**config.mk**
```make
export PLATFORM = sky130hd
export DESIGN_NAME = serial_subtractor
export DESIGN_NICKNAME = d
export VERILOG_FILES = /design/src/rtl/serial_subtractor_pkg.sv /design/src/rtl/serial_subtractor_full_subtractor.sv /design/src/rtl/serial_subtractor.sv
export SDC_FILE = /design/constraint.sdc
export NUM_CORES = 1
export LEC_CHECK = 0
export BUFFER_PORTS_ARGS = -buffer_cell sky130_fd_sc_hd__buf_2
export CAP_MARGIN = 20
export CORE_MARGIN = 5
export CORE_UTILIZATION = 55
export CTS_BUF_LIST = sky130_fd_sc_hd__clkbuf_4 sky130_fd_sc_hd__clkbuf_8
export DETAILED_ROUTE_END_ITERATION = 8
export PLACE_DENSITY = 0.79
export SETUP_SLACK_MARGIN = 0.02
export SYNTH_ARGS = -nofsm -noshare
export SYNTH_HDL_FRONTEND = slang
export SYNTH_SLANG_ARGS = --single-unit
```
**constraint.sdc**
```tcl
create_clock -name clk -period 3 [get_ports clk]
set_input_delay 0.3 -clock clk [delete_from_list [all_inputs] [get_ports clk]]
set_output_delay 0.3 -clock clk [all_outputs]
set_load 0.05 [all_outputs]
```
**src/rtl/serial_subtractor_pkg.sv**
```systemverilog
// Shared FSM state codes for the bit-serial arithmetic units.
package serial_subtractor_pkg;

  typedef enum logic [1:0] {
    ST_IDLE = 2'd0,
    ST_RUN  = 2'd1,
    ST_DONE = 2'd2
  } state_t;

endpackage

```
**src/rtl/serial_subtractor_full_subtractor.sv**
```systemverilog
// One-bit full subtractor cell: D = A - B - Bi, Bo = borrow out.
module full_subtractor (
  input  logic A,
  input  logic B,
  input  logic Bi,
  output logic D,
  output logic Bo
);

  logic x;
  logic na;
  logic nx;
  logic t0;
  logic t1;

  assign x  = A ^ B;
  assign D  = x ^ Bi;
  assign na = ~A;
  assign nx = ~x;
  assign t0 = na & B;
  assign t1 = nx & Bi;
  assign Bo = t0 | t1;

endmodule

```
**src/rtl/serial_subtractor.sv**
```systemverilog
// Bit-serial LSB-first subtractor: diff = a - b - bin over WIDTH cycles.
module serial_subtractor
  import serial_subtractor_pkg::*;
#(
  parameter int WIDTH = 8
) (
  input  logic             clk,
  input  logic             rst,
  input  logic             start,
  input  logic [WIDTH-1:0] a,
  input  logic [WIDTH-1:0] b,
  input  logic             bin,
  output logic             ready,
  output logic             busy,
  output logic             done,
  output logic [WIDTH-1:0] diff,
  output logic             bout,
  output logic             ovf
);

  localparam int CNT_W = $clog2(WIDTH + 1);

  state_t           state;
  state_t           nxt;
  logic [WIDTH-1:0] sa;
  logic [WIDTH-1:0] sb;
  logic [WIDTH-2:0] sd;
  logic [WIDTH-1:0] res;
  logic [CNT_W-1:0] cnt;
  logic             br;
  logic             a_msb;
  logic             b_msb;
  logic             d;
  logic             bnx;
  logic             last;

  full_subtractor u_fs (
    .A  (sa[0]),
    .B  (sb[0]),
    .Bi (br),
    .D  (d),
    .Bo (bnx)
  );

  // sd holds the WIDTH-1 bits already produced; res is the full result
  assign res   = {d, sd};
  assign last  = (cnt == CNT_W'(WIDTH - 1));
  assign ready = (state == ST_IDLE);
  assign busy  = (state == ST_RUN);
  assign done  = (state == ST_DONE);

  always_ff @(posedge clk or posedge rst) begin
    if (rst) state <= ST_IDLE;
    else     state <= nxt;
  end

  always_comb begin
    nxt = state;
    case (state)
      ST_IDLE: if (start) nxt = ST_RUN;
      ST_RUN:  if (last)  nxt = ST_DONE;
      ST_DONE: nxt = ST_IDLE;
      default: nxt = ST_IDLE;
    endcase
  end

  always_ff @(posedge clk or posedge rst) begin
    if (rst) begin
      sa    <= '0;
      sb    <= '0;
      sd    <= '0;
      cnt   <= '0;
      br    <= 1'b0;
      a_msb <= 1'b0;
      b_msb <= 1'b0;
      diff  <= '0;
      bout  <= 1'b0;
      ovf   <= 1'b0;
    end else if (ready && start) begin
      sa    <= a;
      sb    <= b;
      br    <= bin;
      cnt   <= '0;
      a_msb <= a[WIDTH-1];
      b_msb <= b[WIDTH-1];
    end else if (busy) begin
      br  <= bnx;
      sa  <= sa >> 1;
      sb  <= sb >> 1;
      sd  <= res[WIDTH-1:1];
      cnt <= cnt + CNT_W'(1);
      if (last) begin
        diff <= res;
        bout <= bnx;
        ovf  <= (a_msb != b_msb) & (d != a_msb);
      end
    end
  end

endmodule

```
==> metrics.txt <==
leftover overflow at the end of global routing=0; cts bufs inserted=5; number of nets in the layout=214; setup TNS=0 ns; Max-Cap Viols=0; highest clock rate=463 MHz; vias in the first global route=1,311; CTS-repair resized insts=0; number of endpoints with negative hold slack in the final report=0; drt wl/cell=14.0 um; final core utilization=0.664; TritonCTS clock tree=done; post-route non-filler standard cell count=237; area of the mapped netlist=0.00179 mm^2; cell row count=20; num ports=33; VDD IR max=520 uV; Die Span X=67.0 um; hold crit path type=in -> async; end point of the critical path=busy; post-synthesis sequential element count=42; proportion of layout cells with a drive suffix above 1=0.295; start point of the critical path=state[1]$_DFFE_PP0P_; wire length of the first global-routing pass=5920 um; EDFF count, synth=0; reg-to-reg endpoint=diff[6]$_DFFE_PP0P_; share of synthesized area occupied by flip-flops and latches=0.587; maximum fanout along the worst path=25; root cell of the clock tree=sky130_fd_sc_hd__clkbuf_4; final period demand of the worst path=2.16 ns; Final Routed Wirelength=3320 um; slew at the pin closest to its max-slew limit=0.759 ns; global-route usage over all layers=0.178; Synth Area per Inst=11.3 um^2; run status=finished, final reports clean; post-synthesis to final-layout area growth=14.2%; Setup Crit Path Kind=reg -> out; pin count of the biggest net entering global routing=26; number of vias per cell=5.21; last weighted congestion value of the routability-driven placer=0.736; final critical-path share of the clock period=0.720; P per Cell Area=1130 mW/mm^2; htree depth=2; initial cell density of the core=0.581; origin of the critical flop-to-flop path=state[1]$_DFFE_PP0P_; Required @ worst endpoint=2.70 ns; leakage power of the design=1.06 nW; commonest non-fill, non-tap cells in the layout=52 x sky130_fd_sc_hd__nand2_1, 42 x sky130_fd_sc_hd__dfrtp_1, 32 x sky130_fd_sc_hd__buf_2; IO Port Bufs=32; final setup fails=0; clock tree buffer depth=2; unrepaired setup endpoints after global routing=false; reg-to-reg setup timing slack=1.11 ns; nets in the synthesized netlist=180; Sinks on Clock Net=42; kind of launch point of the worst setup path=flop; gate count after technology mapping=158; via count=1,234; 1st-pass router iterations=4; # hold bufs at CTS=0; Clock Skew=0.00150 ns; prevailing post-synth register cell=sky130_fd_sc_hd__dfrtp_1; leading cell type in the layout, fill and taps excluded=sky130_fd_sc_hd__nand2_1; number of antenna-violating nets in the routed design=0; clk slew on worst S/H paths=0.11 ns; number of distinct library cells after synthesis=29; share of async-settable or async-resettable flops after synthesis=1.00; worst max-slew margin expressed relative to the limit=0.494; yosys warns=0; standard cell core area=0.00308 mm^2; Iteration-0 DRC Markers=76; height of the die=67.0 um; Critical Path End Type=output pin; initial antenna violation count=0; number of antenna cells inserted=0; clock latency on the worst-skew pair=0.35 ns; DP Cell Count=229; setup bufs post-CTS=0; number of max-slew violations in the final report=0; data arrival time of the worst path=1.86 ns; dpl hpwl=2430 um; depth of the worst register-to-register path=3; # DRC=0; die footprint=0.00449 mm^2
==> final cells by class <==
| type | count | area, um^2 |
|---|---|---|
| Inverter | 5 | 18.8 |
| Clock buffer | 7 | 58.8 |
| Fill cell | 255 | 1030 |
| Tap cell | 44 | 55.1 |
| Multi-Input combinational cell | 104 | 679 |
| Clock inverter | 1 | 5.00 |
| Sequential cell | 42 | 1050 |
| Timing Repair Buffer | 34 | 175 |
==> per-stage QoR <==
step                setup slack (ns)  total power [mW]  hold WS [ns]  area [um^2]
finish                         0.841              2.31        0.0173         2040
global route                   0.708              2.49        0.0784         2040
CTS                            0.830              2.34        0.0377         2040
detailed placement              1.11              2.04         0.428         1980
global placement                1.17              1.99         0.415         1980
floorplan                       1.53              1.80         0.417         1790
==> layer usage <==
layer	vias to the layer above	track usage	wire length, um
met2	25	0.313	1810
met1	609	0.210	1310
met5	-	0	0
li1	595	-	-
met4	0	0.0684	40
met3	5	0.0405	157
==> where the power goes <==
part,switching [mW],internal (mW),leakage [nW]
sequential,0.165,0.816,0.527
clock,0.173,0.123,0.0387
combinational,0.664,0.365,0.495
==> registers in the layout (all words and copies together), names as in the netlist <==
signal	cells
sa	8
sb	8
diff	8
bout	1
br	1
cnt	4
a_msb	1
ovf	1
sd	7
b_msb	1
state	2
==> worst min path at each step <==
| stage | from | to | slack, ns | cells after the start |
|---|---|---|---|---|
| 2_1_floorplan | a[1] | sa[1]$_DFFE_PP0P_ | 0.42 | 2 |
| 3_3_place_gp | rst | sd[0]$_DFFE_PP0P_ | 0.42 | 2 |
| 3_5_place_dp | rst | sd[1]$_DFFE_PP0P_ | 0.43 | 2 |
| 4_1_cts | rst | diff[2]$_DFFE_PP0P_ | 0.04 | 2 |
| 5_1_grt | rst | diff[2]$_DFFE_PP0P_ | 0.08 | 2 |
| 6_report | rst | sd[0]$_DFFE_PP0P_ | 0.02 | 2 |
==> cells by family (layout without fill, tap and decap cells) <==
kind of cell / after synthesis / count (layout) / synth area share
multiplexers: 14 / 14 / 0.103
adder cells (fa/ha/maj): 2 / 2 / 0.0182
flip-flops: 42 / 42 / 0.587
buffers and inverters: 12 / 47 / 0.0329
AND/OR/NAND/NOR: 64 / 64 / 0.160
AO/OA/AOI/OAI: 24 / 24 / 0.0986
==> worst max-delay path, cell delays in order (launching register included) <==
cell and delay, ns:
sky130_fd_sc_hd__dfrtp_1 0.44, sky130_fd_sc_hd__nand2b_2 0.34, sky130_fd_sc_hd__inv_2 0.38, sky130_fd_sc_hd__buf_2 0.35
==> cell usage after synthesis, types with 2 or more instances <==
cell | n | share of area
sky130_fd_sc_hd__a22o_1 | 2 | 0.0098
sky130_fd_sc_hd__a22oi_1 | 13 | 0.055
sky130_fd_sc_hd__buf_2 | 5 | 0.014
sky130_fd_sc_hd__dfrtp_1 | 42 | 0.59
sky130_fd_sc_hd__inv_1 | 4 | 0.0084
sky130_fd_sc_hd__mux2_2 | 2 | 0.013
sky130_fd_sc_hd__mux2_4 | 8 | 0.067
sky130_fd_sc_hd__mux2i_1 | 3 | 0.017
sky130_fd_sc_hd__nand2_1 | 52 | 0.11
sky130_fd_sc_hd__nand2b_1 | 3 | 0.010
sky130_fd_sc_hd__nor2_1 | 2 | 0.0042
sky130_fd_sc_hd__o21ai_0 | 5 | 0.014
(Power assumes the default switching activity.)
